`src/rtl/pipe_pkg.sv`:
```
`default_nettype none
// ============================================================================
//  Module      : pipe_pkg
//  Description : Shared widths, control-bus bit positions and forwarding
//                select encodings for the RV64 pipeline.
//  Revision    : 1.0 - initial release
// ============================================================================
package pipe_pkg;

    localparam int XLEN   = 64;
    localparam int REG_AW = 5;
    localparam int CTRL_W = 8;

    // Bit positions inside the packed control bus
    localparam int CTRL_REG_WRITE  = 0;
    localparam int CTRL_MEM_READ   = 1;
    localparam int CTRL_MEM_WRITE  = 2;
    localparam int CTRL_MEM_TO_REG = 3;
    localparam int CTRL_ALU_SRC    = 4;
    localparam int CTRL_BRANCH     = 5;
    localparam int CTRL_ALU_OP_LO  = 6;
    localparam int CTRL_ALU_OP_HI  = 7;

    // EX-stage operand mux selects
    localparam logic [1:0] FWD_REGFILE = 2'b00;
    localparam logic [1:0] FWD_MEMWB   = 2'b01;
    localparam logic [1:0] FWD_EXMEM   = 2'b10;

endpackage
`default_nettype wire

```
`src/rtl/fwd_sel_unit.sv`:
```
`default_nettype none
// ============================================================================
//  Module      : fwd_sel_unit
//  Description : Combinational forwarding select for one EX operand.
//                EX/MEM beats MEM/WB; x0 is never forwarded.
//  Revision    : 1.0 - initial release
// ============================================================================
module fwd_sel_unit
    import pipe_pkg::*;
#(
    parameter int REG_AW_P = REG_AW
) (
    input  logic [REG_AW_P-1:0] rs,
    input  logic [REG_AW_P-1:0] exmem_rd,
    input  logic                exmem_reg_write,
    input  logic [REG_AW_P-1:0] memwb_rd,
    input  logic                memwb_reg_write,
    input  logic                ex_valid,
    output logic [1:0]          sel
);

    // Pick the youngest producer of rs, falling back to register-file data
    always_comb begin
        sel = FWD_REGFILE;
        if (ex_valid) begin
            if (exmem_reg_write && (exmem_rd != '0) && (exmem_rd == rs)) begin
                sel = FWD_EXMEM;
            end else if (memwb_reg_write && (memwb_rd != '0) && (memwb_rd == rs)) begin
                sel = FWD_MEMWB;
            end
        end
    end

endmodule
`default_nettype wire

```
`src/rtl/id_ex_fwd_stage.sv`:
```
`default_nettype none
// ============================================================================
//  Module      : id_ex_fwd_stage
//  Description : ID/EX pipeline register with forwarding-select generation
//                and load-use hazard detection (stall + bubble insertion).
//                Optional macro FWD_STATS_EN adds a saturating 32-bit count
//                of hazard bubbles on output bubble_cnt.
//  Revision    : 1.0 - initial release
// ============================================================================
module id_ex_fwd_stage
    import pipe_pkg::*;
#(
    parameter int XLEN_P   = XLEN,
    parameter int CTRL_W_P = CTRL_W,
    parameter int REG_AW_P = REG_AW
) (
    input  logic                clk,
    input  logic                reset_n,
    input  logic                id_valid,
    input  logic [XLEN_P-1:0]   id_pc,
    input  logic [XLEN_P-1:0]   id_rs1_data,
    input  logic [XLEN_P-1:0]   id_rs2_data,
    input  logic [XLEN_P-1:0]   id_imm,
    input  logic [REG_AW_P-1:0] id_rs1,
    input  logic [REG_AW_P-1:0] id_rs2,
    input  logic [REG_AW_P-1:0] id_rd,
    input  logic [CTRL_W_P-1:0] id_ctrl,
    input  logic                flush,
    input  logic                ex_hold,
    input  logic [REG_AW_P-1:0] exmem_rd,
    input  logic                exmem_reg_write,
    input  logic [REG_AW_P-1:0] memwb_rd,
    input  logic                memwb_reg_write,
    output logic                ex_valid,
    output logic [XLEN_P-1:0]   ex_pc,
    output logic [XLEN_P-1:0]   ex_rs1_data,
    output logic [XLEN_P-1:0]   ex_rs2_data,
    output logic [XLEN_P-1:0]   ex_imm,
    output logic [REG_AW_P-1:0] ex_rs1,
    output logic [REG_AW_P-1:0] ex_rs2,
    output logic [REG_AW_P-1:0] ex_rd,
    output logic [CTRL_W_P-1:0] ex_ctrl,
    output logic [1:0]          fwd_a_sel,
    output logic [1:0]          fwd_b_sel,
`ifdef FWD_STATS_EN
    output logic [31:0]         bubble_cnt,
`endif
    output logic                stall
);

    logic                r_valid;
    logic [XLEN_P-1:0]   r_pc;
    logic [XLEN_P-1:0]   r_rs1_data;
    logic [XLEN_P-1:0]   r_rs2_data;
    logic [XLEN_P-1:0]   r_imm;
    logic [REG_AW_P-1:0] r_rs1;
    logic [REG_AW_P-1:0] r_rs2;
    logic [REG_AW_P-1:0] r_rd;
    logic [CTRL_W_P-1:0] r_ctrl;
    logic                w_hazard;

    // Load in EX whose destination is a source of the ID instruction
    assign w_hazard = r_valid && r_ctrl[CTRL_MEM_READ] && (r_rd != '0) && id_valid &&
                      ((r_rd == id_rs1) || (r_rd == id_rs2));

    assign stall = w_hazard || ex_hold;

    // Pipeline register: flush > hold > hazard bubble > capture
    always_ff @(posedge clk or negedge reset_n) begin
        if (!reset_n) begin
            r_valid    <= 1'b0;
            r_pc       <= '0;
            r_rs1_data <= '0;
            r_rs2_data <= '0;
            r_imm      <= '0;
            r_rs1      <= '0;
            r_rs2      <= '0;
            r_rd       <= '0;
            r_ctrl     <= '0;
        end else if (flush || (!ex_hold && w_hazard)) begin
            r_valid    <= 1'b0;
            r_pc       <= '0;
            r_rs1_data <= '0;
            r_rs2_data <= '0;
            r_imm      <= '0;
            r_rs1      <= '0;
            r_rs2      <= '0;
            r_rd       <= '0;
            r_ctrl     <= '0;
        end else if (!ex_hold) begin
            r_valid    <= id_valid;
            r_pc       <= id_pc;
            r_rs1_data <= id_rs1_data;
            r_rs2_data <= id_rs2_data;
            r_imm      <= id_imm;
            r_rs1      <= id_rs1;
            r_rs2      <= id_rs2;
            r_rd       <= id_rd;
            r_ctrl     <= id_valid ? id_ctrl : '0;
        end
    end

    assign ex_valid    = r_valid;
    assign ex_pc       = r_pc;
    assign ex_rs1_data = r_rs1_data;
    assign ex_rs2_data = r_rs2_data;
    assign ex_imm      = r_imm;
    assign ex_rs1      = r_rs1;
    assign ex_rs2      = r_rs2;
    assign ex_rd       = r_rd;
    assign ex_ctrl     = r_ctrl;

    fwd_sel_unit #(.REG_AW_P(REG_AW_P)) u_fwd_a (
        .rs              (r_rs1),
        .exmem_rd        (exmem_rd),
        .exmem_reg_write (exmem_reg_write),
        .memwb_rd        (memwb_rd),
        .memwb_reg_write (memwb_reg_write),
        .ex_valid        (r_valid),
        .sel             (fwd_a_sel)
    );

    fwd_sel_unit #(.REG_AW_P(REG_AW_P)) u_fwd_b (
        .rs              (r_rs2),
        .exmem_rd        (exmem_rd),
        .exmem_reg_write (exmem_reg_write),
        .memwb_rd        (memwb_rd),
        .memwb_reg_write (memwb_reg_write),
        .ex_valid        (r_valid),
        .sel             (fwd_b_sel)
    );

`ifdef FWD_STATS_EN
    logic [31:0] r_bubble_cnt;

    // Count only hazard bubbles that actually get inserted; saturate at max
    always_ff @(posedge clk or negedge reset_n) begin
        if (!reset_n) begin
            r_bubble_cnt <= '0;
        end else if (!flush && !ex_hold && w_hazard && (r_bubble_cnt != 32'hFFFF_FFFF)) begin
            r_bubble_cnt <= r_bubble_cnt + 32'd1;
        end
    end

    assign bubble_cnt = r_bubble_cnt;
`endif

endmodule
`default_nettype wire

```
`config.mk`:
```
export PLATFORM = sky130hd
export DESIGN_NAME = id_ex_fwd_stage
export DESIGN_NICKNAME = d
export VERILOG_FILES = /design/src/rtl/pipe_pkg.sv /design/src/rtl/fwd_sel_unit.sv /design/src/rtl/id_ex_fwd_stage.sv
export SDC_FILE = /design/constraint.sdc
export NUM_CORES = 1
export LEC_CHECK = 0
export ABC_CLOCK_PERIOD_IN_PS = 3700
export CAP_MARGIN = 0
export CORE_AREA = 2 2 225 227
export DETAILED_ROUTE_END_ITERATION = 10
export DIE_AREA = 0 0 227 229
export PLACE_DENSITY_LB_ADDON = 0.2
export SLEW_MARGIN = 20
export SYNTH_ARGS = -nofsm -noshare
export SYNTH_HDL_FRONTEND = slang
export SYNTH_SLANG_ARGS = --single-unit
```
`constraint.sdc`:
```
create_clock -name clk -period 3.7 [get_ports clk]
set_input_delay 0.74 -clock clk [delete_from_list [all_inputs] [get_ports clk]]
set_output_delay 0.74 -clock clk [all_outputs]
set_load 0.03 [all_outputs]
```
**Word-level counts from Yosys, hierarchy flattened**

Cells that the tools add are included.

- Add/subtract/negate cells: 0
- Multiply operators: 0
- Div/mod/pow operators: 0
- Order comparisons: 0
- Eq/ne operators: 7
- Shift-type cells: 0
- Mux-type cells: 25
- Bitwise gates (word level): 0
- Reductions and logical operators: 18

Operators by type and width:

| operator | number |
|---|---|
| 64-bit two-way mux | 8 |
| 5-bit equality test | 6 |
| 5-bit two-way mux | 6 |
| 8-bit two-way mux | 3 |
| 5-bit nonzero test | 3 |
| 1-bit logical AND | 11 |
| 2-bit two-way mux | 4 |
| 1-bit two-way mux | 4 |
| 1-bit logical OR | 3 |
| 2-bit by 1-bit inequality test with 1-bit output (second input constant) | 1 |
| 1-bit logical NOT | 1 |

- Register bits: 280
- Latch bits: 0
- Bits in writable memories: 0
- Bits in read-only memories: 0
- Input port bits: 296
- Output and inout port bits: 285
- Word-level logic and storage cells: 59
- Memories kept: 0

**Depth between registers and ports, before layout**

Gate-level depths: netlist of run 1.

- Depth in word-level cells: 7
- Gate-level depth with buffers: 8
- Depth with buffers taken out: 4

**Cells and area by module**

A second synthesis of run 1 with hierarchy kept.

- Cells, all modules: 1344
- Area total of the unflattened synthesis: 13188.9 um^2

By module, submodules not included:

| module | instances | cells each | area each (um^2) | sequential area each (um^2) |
|---|---|---|---|---|
| id_ex_fwd_stage | 1 | 1302 | 12886.1 | 7006.7 |
| fwd_sel_unit | 2 | 21 | 151.4 | 0.0 |

**Least setup slack after synthesis of run 1**

Ideal clock, no wire load.

- Path type: in2out
- Start point: input exmem_rd[1]
- End point: output fwd_a_sel[0]
- Arrival: 2.535 ns
- Required time: 2.960 ns
- Slack: 0.425 ns
- Stages: 4
- Buffers on the path: 0
- Path through: or4_1 -> o21ai_0 -> nor4_1 -> nor4_1

- Longest elaborated chain between the ends: 5
- Elaborated cells between the ends (all ways): 6
- Classes of those cells: eq/ne: 1; mux: 2; reduce/logical: 3

Ends and longest elaborated chain:

| element | RTL line | RTL |
|---|---|---|
| start, declared | id_ex_fwd_stage.sv:30 | `input logic [REG_AW_P-1:0] exmem_rd,` |
| 5-bit nonzero test | fwd_sel_unit.sv:26 | `if (exmem_reg_write && (exmem_rd != '0) && (exmem_rd == rs)) begin` |
| 1-bit logical AND | fwd_sel_unit.sv:26 |  |
| 1-bit logical AND * | fwd_sel_unit.sv:26 |  |
| 2-bit two-way mux * | fwd_sel_unit.sv:26 |  |
| 2-bit two-way mux * | fwd_sel_unit.sv:25 | `if (ex_valid) begin` |
| end, declared | id_ex_fwd_stage.sv:43 | `output logic [1:0] fwd_a_sel,` |

Every way passes the cells marked *; elsewhere a longest branch is shown, timed or not.

**Worst setup path in the final report of run 1**

- Start point: input exmem_rd[2]
- End point: output fwd_a_sel[1]

Same word-level chain as after synthesis.

==> results of run 1 <==
==> logic make-up (layout without fill, tap and decap cells) <==
| kind of cell | after synthesis | after routing | synth area share |
|---|---|---|---|
| other | 0 | 3 | 0 |
| DFF | 280 | 280 | 0.530 |
| AOI/OAI and AO/OA | 560 | 560 | 0.295 |
| buffers and inverters | 155 | 667 | 0.0523 |
| xor gates and xnor gates | 30 | 30 | 0.0199 |
| and+or+nand+nor | 332 | 332 | 0.102 |
==> cell type report <==
type / count / area share
inverter: 1 / 0.000181
clock buffer: 56 / 0.0525
tap: 672 / 0.0406
sequential: 280 / 0.338
multi-input combinational: 922 / 0.268
antenna: 3 / 0.000362
clock inverter: 3 / 0.000725
timing repair buffer: 607 / 0.299
==> synth_stat cells <==
cell type,instances,share of area
a21oi_1,10,0.0038
nor2b_1,1,0.00047
nand2_1,280,0.080
and3_1,8,0.0038
a21o_1,8,0.0045
o211ai_1,1,0.00057
nor4_1,4,0.0019
xnor2_1,16,0.011
buf_2,25,0.0095
nand3_1,10,0.0038
nor2_1,12,0.0034
clkbuf_1,112,0.032
or4_1,5,0.0028
nor3b_1,10,0.0057
buf_6,10,0.0085
inv_1,1,0.00028
o2111ai_1,1,0.00066
xor2_1,14,0.0093
o22a_1,1,0.00066
and2_1,2,0.00095
dfrtp_1,280,0.53
a21bo_2,10,0.0076
a22o_1,8,0.0053
a32oi_1,256,0.17
buf_4,1,0.00057
o221ai_1,6,0.0040
o22ai_2,1,0.00095
o21ai_0,175,0.066
o21ai_1,83,0.031
buf_1,6,0.0017
==> metrics by stage <==
step           instance area [µm²]  setup WS, ns  cells
4_1_cts                      20700         0.125   2541
2_1_floorplan                13200         0.425   1357
6_report                     20700         0.185   2544
3_3_place_gp                 19600         0.171   2482
3_5_place_dp                 19600         0.129   2482
5_1_grt                      20700        0.0937   2544
==> worst max-delay path: cells and delay by family <==
kind / cells / cell delay, ns
buffers and inverters: 2 / 1.07
and+or+nand+nor: 3 / 0.78
AOI/OAI and AO/OA: 1 / 0.19
==> flip-flops by register name, summed over array words and instances (netlist names) <==
name / cells
ex_rs1: 5
ex_pc: 64
ex_rs2: 5
ex_valid: 1
ex_rd: 5
ex_rs2_data: 64
ex_rs1_data: 64
ex_ctrl: 8
ex_imm: 64
==> power groups by stage <==
stage               registers, mW  logic, mW  clock network, mW
floorplan                    4.22      0.565                  0
global placement             3.62       2.49                  0
detailed placement           3.62       2.51                  0
CTS                          3.58       2.52               3.45
global route                 3.61       2.65               3.57
finish                       3.58       2.49               3.33
==> layer usage <==
metal	vias to the layer above	GRT usage
met5	-	0
met4	0	0.0731
met3	82	0.0559
met2	499	0.302
met1	6458	0.240
li1	6113	-
==> path summary, 6_finish.rpt <==
path                       slack [ns]  cells after the start        start         endpoint
max                              0.18                      6  exmem_rd[2]     fwd_a_sel[1]
min                              0.20                      1      reset_n  ex_rs1_data[60]
max reg2reg                      1.17                      5     ex_rd[0]  ex_rs2_data[35]
min reg2reg                      0.49                      2    ex_pc[30]        ex_pc[30]
max in group asynchronous        2.59                      2      reset_n  ex_rs1_data[40]
min in group clk                 0.49                      2    ex_pc[30]        ex_pc[30]
==> flow_summary.ini, run 1 <==
[critical_path]
worstPathCellList = clkdlybuf4s50_1, or4_1, o21ai_1, nor4_1, and2_1, clkdlybuf4s50_1
cpMostUsedCell = clkdlybuf4s50_1
worst_ep_required_time_ns = 2.96
max_stage_delay_ns = 0.59
crit_slowest_cell = clkdlybuf4s50_1
endpoint_kind = output pin
worstPathArrival_ns = 2.78
cp_max_fo = 3
critPathKind = input pin to output pin
crit_path_start_kind = input pin

[run_status]
status = completed

[clock_tree]
cts_setup_buffers = 0
numCtsBuffers = 36
cts_num_sinks = 280
cts_root_buf = clkbuf_16
clock_path_buffers = 3
cts_hold_buffers = 0
cts_tree = built
clk_pin_slew_ns = 0.06
cts_resized = 0
clock_latency_ns = 0.52
cts_max_level = 2

[global_route]
grt_pass1_vias = 12700
grt_pass1_wl_um = 77700
grt_max_degree = 148
antenna_found_initial = 3
overflow = 0
grt_use_total = 0.189

[timing]
fin_setup_tns_ns = 0
fmax_mhz = 284
skew_ns = 0.00599
slew_violations = 0
slew_headroom = 0.466
worst_slew_pin_slew_ns = 0.801
finalHoldViolCount = 0
setup-violations-final = 0
period_minus_slack_ns = 3.52
timing.hold.ws_ns = 0.201
rsz0062_at_grt = no
finalCritPeriodShare = 0.950

[pwr]
vdd_drop_max_v = 0.000351
clockPowerShare = 0.354
swShare = 0.315
leakagePower_nw = 7.94
totalPowerFinal_mw = 9.40
p_switching_mw = 2.96
power.internal_mw = 6.44
p_comb_frac = 0.265
share_seq_of_total_power = 0.380
powerDensity_nw_per_um2 = 454

[placed_design]
globalplace.congestion = 0.872
dp_hpwl_um = 33800
portBuffers = 580

[layout]
final_common_cell = clkdlybuf4s50_1
layout_common_cells = 576 x clkdlybuf4s50_1, 280 x nand2_1, 280 x dfrtp_1, 256 x a32oi_1, 174 x o21ai_0
seq_area_um2 = 7010
nFillCells = 4869
drive_above_1_share = 0.0503
fin_util = 0.417
syn2layout_area_growth_pct = 56.7
multi_input_area_um2 = 5560
final_nets = 2144

[die]
io_pins = 581
die-area_um2 = 52000
die_w_um = 227
fp-row-count = 82
die_h_um = 229
start_util = 0.266
core_area_um2 = 49700

[worst_hold_path]
min_path_type = input pin to async pin

[route]
route.detailed.wl_per_inst_um = 20.3
wl_met2_um = 24500
wirelength_um = 51500
routed_via_density = 5.17
drt_iter0_drc = 1063
first_pass_iters = 5
topRoutingLayerUsed = met4
dr_total_vias = 13200
ant_nets = 0
wl_met1_um = 21100
wl_met3_um = 4300
drc = 0

[synth]
synth_cells = 1357
synth-warning-count = 0
syn_nets = 1653
synth-seq-cells = 280
synthDistinctLibCells = 30
synthesis.area_um2 = 13200
ys_seq_area_frac = 0.530
avgSynthCellArea_um2 = 9.74

[flow_run]
maxCapViolations = 0
(Power assumes the default switching activity.)
==> run 2, diff against run 1 <==
CORE_AREA = 5 5 221 223   (was 2 2 225 227)
DIE_AREA = 0 0 226 228   (was 0 0 227 229)
==> run 2 against run 1 <==
  * Setup slack worse by 0.11 ns
  * Via count rose by 0.24%
  * Global-route usage rose by 0.70 points
  * Largest cell class unchanged
  * Highest routed layer is now met5
==> flow_summary.ini, run 2 (synthesis results as in run 1) <==
[die]
die_w_um = 226
die-area_um2 = 51500
core_area_um2 = 46400
fp-row-count = 79
io_pins = 581
start_util = 0.285
die_h_um = 228

[timing]
slew_headroom = 0.477
slew_violations = 0
rsz0062_at_grt = no
setup-violations-final = 0
finalHoldViolCount = 0
worst_slew_pin_slew_ns = 0.785
timing.hold.ws_ns = 0.236
skew_ns = 0.0113
finalCritPeriodShare = 0.980
period_minus_slack_ns = 3.63
fmax_mhz = 276
fin_setup_tns_ns = 0

[clock_tree]
cts_root_buf = clkbuf_16
cts_hold_buffers = 0
clk_pin_slew_ns = 0.06
cts_tree = built
numCtsBuffers = 36
clock_latency_ns = 0.53
cts_setup_buffers = 0
cts_num_sinks = 280
clock_path_buffers = 3
cts_resized = 0
cts_max_level = 2

[run_status]
status = completed

[placed_design]
dp_hpwl_um = 36300
portBuffers = 580
placed_cells = 2419
globalplace.congestion = 0.836

[layout]
multi_input_area_um2 = 5560
syn2layout_area_growth_pct = 57.3
final_nets = 2146
layout_common_cells = 576 x clkdlybuf4s50_1, 280 x nand2_1, 280 x dfrtp_1, 256 x a32oi_1, 175 x o21ai_0
final_common_cell = clkdlybuf4s50_1
nFillCells = 4443
seq_area_um2 = 7010
stdcell_count = 2490
drive_above_1_share = 0.0549

[critical_path]
endpoint_kind = output pin
crit_path_start_kind = input pin
crit_slowest_cell = clkdlybuf4s50_1
worstPathArrival_ns = 2.89
worst_ep_required_time_ns = 2.96
critPathKind = input pin to output pin
worstPathCellList = clkdlybuf4s50_1, or4_1, o21ai_0, nor4_1, and2_1, clkdlybuf4s50_1
max_stage_delay_ns = 0.60
cpMostUsedCell = clkdlybuf4s50_1
cp_max_fo = 3

[global_route]
grt_pass1_wl_um = 81100
grt_pass1_vias = 12900
grt_max_degree = 157
antenna_found_initial = 10
grt_use_total = 0.196
overflow = 0

[flow_run]
maxCapViolations = 0

[route]
routed_via_density = 5.29
ant_nets = 0
dr_total_vias = 13200
drt_iter0_drc = 1029
wirelength_um = 53900
drc = 0
route.detailed.wl_per_inst_um = 21.6
first_pass_iters = 6

[pwr]
vdd_drop_max_v = 0.000344
totalPowerFinal_mw = 9.70
powerDensity_nw_per_um2 = 467
leakagePower_nw = 8.01

[worst_hold_path]
min_path_type = input pin to async pin
-- run 2: cell types whose count changed in the layout (fill, tap and decap cells not counted) --
cell        delta
diode_2        +4
clkinv_4       +1
buf_12         +2
clkinv_2       +4
clkbuf_8       -3
o21ai_1        -1
o21ai_0        +1
clkbuf_1       -2
clkinvlp_4     +1
bufinv_16      +4
-- run 2: worst max-delay path: cells and delay by family --
family / cells / cell delay [ns]
buffers and inverters: 2 / 1.09
AND/OR/NAND/NOR: 3 / 0.82
AO/OA/AOI/OAI: 1 / 0.23
-- run 2: layout make-up --
class / instances / area share
Antenna cell: 7 / 0.000843
Clock buffer: 51 / 0.0500
Clock inverter: 13 / 0.00825
Inverter: 1 / 0.000181
Multi-Input combinational cell: 922 / 0.267
Sequential cell: 280 / 0.337
Tap cell: 607 / 0.0365
Timing Repair Buffer: 609 / 0.300
-- run 2: final timing paths --
path | start | to | slack [ns] | cells after the start
setup reg to reg | ex_rd[0] | ex_rs1_data[48] | 0.96 | 6
min in group clk | ex_rs2_data[43] | ex_rs2_data[43] | 0.49 | 2
setup / recovery | exmem_rd[2] | fwd_a_sel[1] | 0.07 | 6
hold / removal | reset_n | ex_rs1_data[35] | 0.24 | 1
hold reg to reg | ex_rs2_data[43] | ex_rs2_data[43] | 0.49 | 2
max in group asynchronous | reset_n | ex_rs2_data[31] | 2.63 | 2
-- run 2: metal layers --
metal | up-vias | share of wire | track usage
met5 | - | 0.00050 | 0
met3 | 88 | 0.094 | 0.0691
met2 | 531 | 0.48 | 0.315
met4 | 4 | 0.029 | 0.0713
met1 | 6423 | 0.39 | 0.244
li1 | 6137 | - | -
-- run 2: through the flow --
| step | util | setup slack (ns) | area, µm² |
|---|---|---|---|
| 3_5_place_dp | 0.422 | 0.0940 | 19600 |
| 5_1_grt | 0.448 | 0.0290 | 20800 |
| 3_3_place_gp | 0.422 | 0.154 | 19600 |
| 2_1_floorplan | - | 0.425 | 13200 |
| 6_report | 0.448 | 0.0744 | 20800 |
| 4_1_cts | 0.448 | 0.0894 | 20800 |
-- run 2: power breakdown --
part           internal, mW  total [mW]  switching, mW
sequential             3.37        3.58          0.208
combinational          1.07        2.50           1.43
clock                  2.23        3.62           1.39
==> run 3, diff against run 2 <==
SLEW_MARGIN = default   (was 20)
==> results of run 3 <==
Final layout, timing and power as in run 2 (identical DEF).
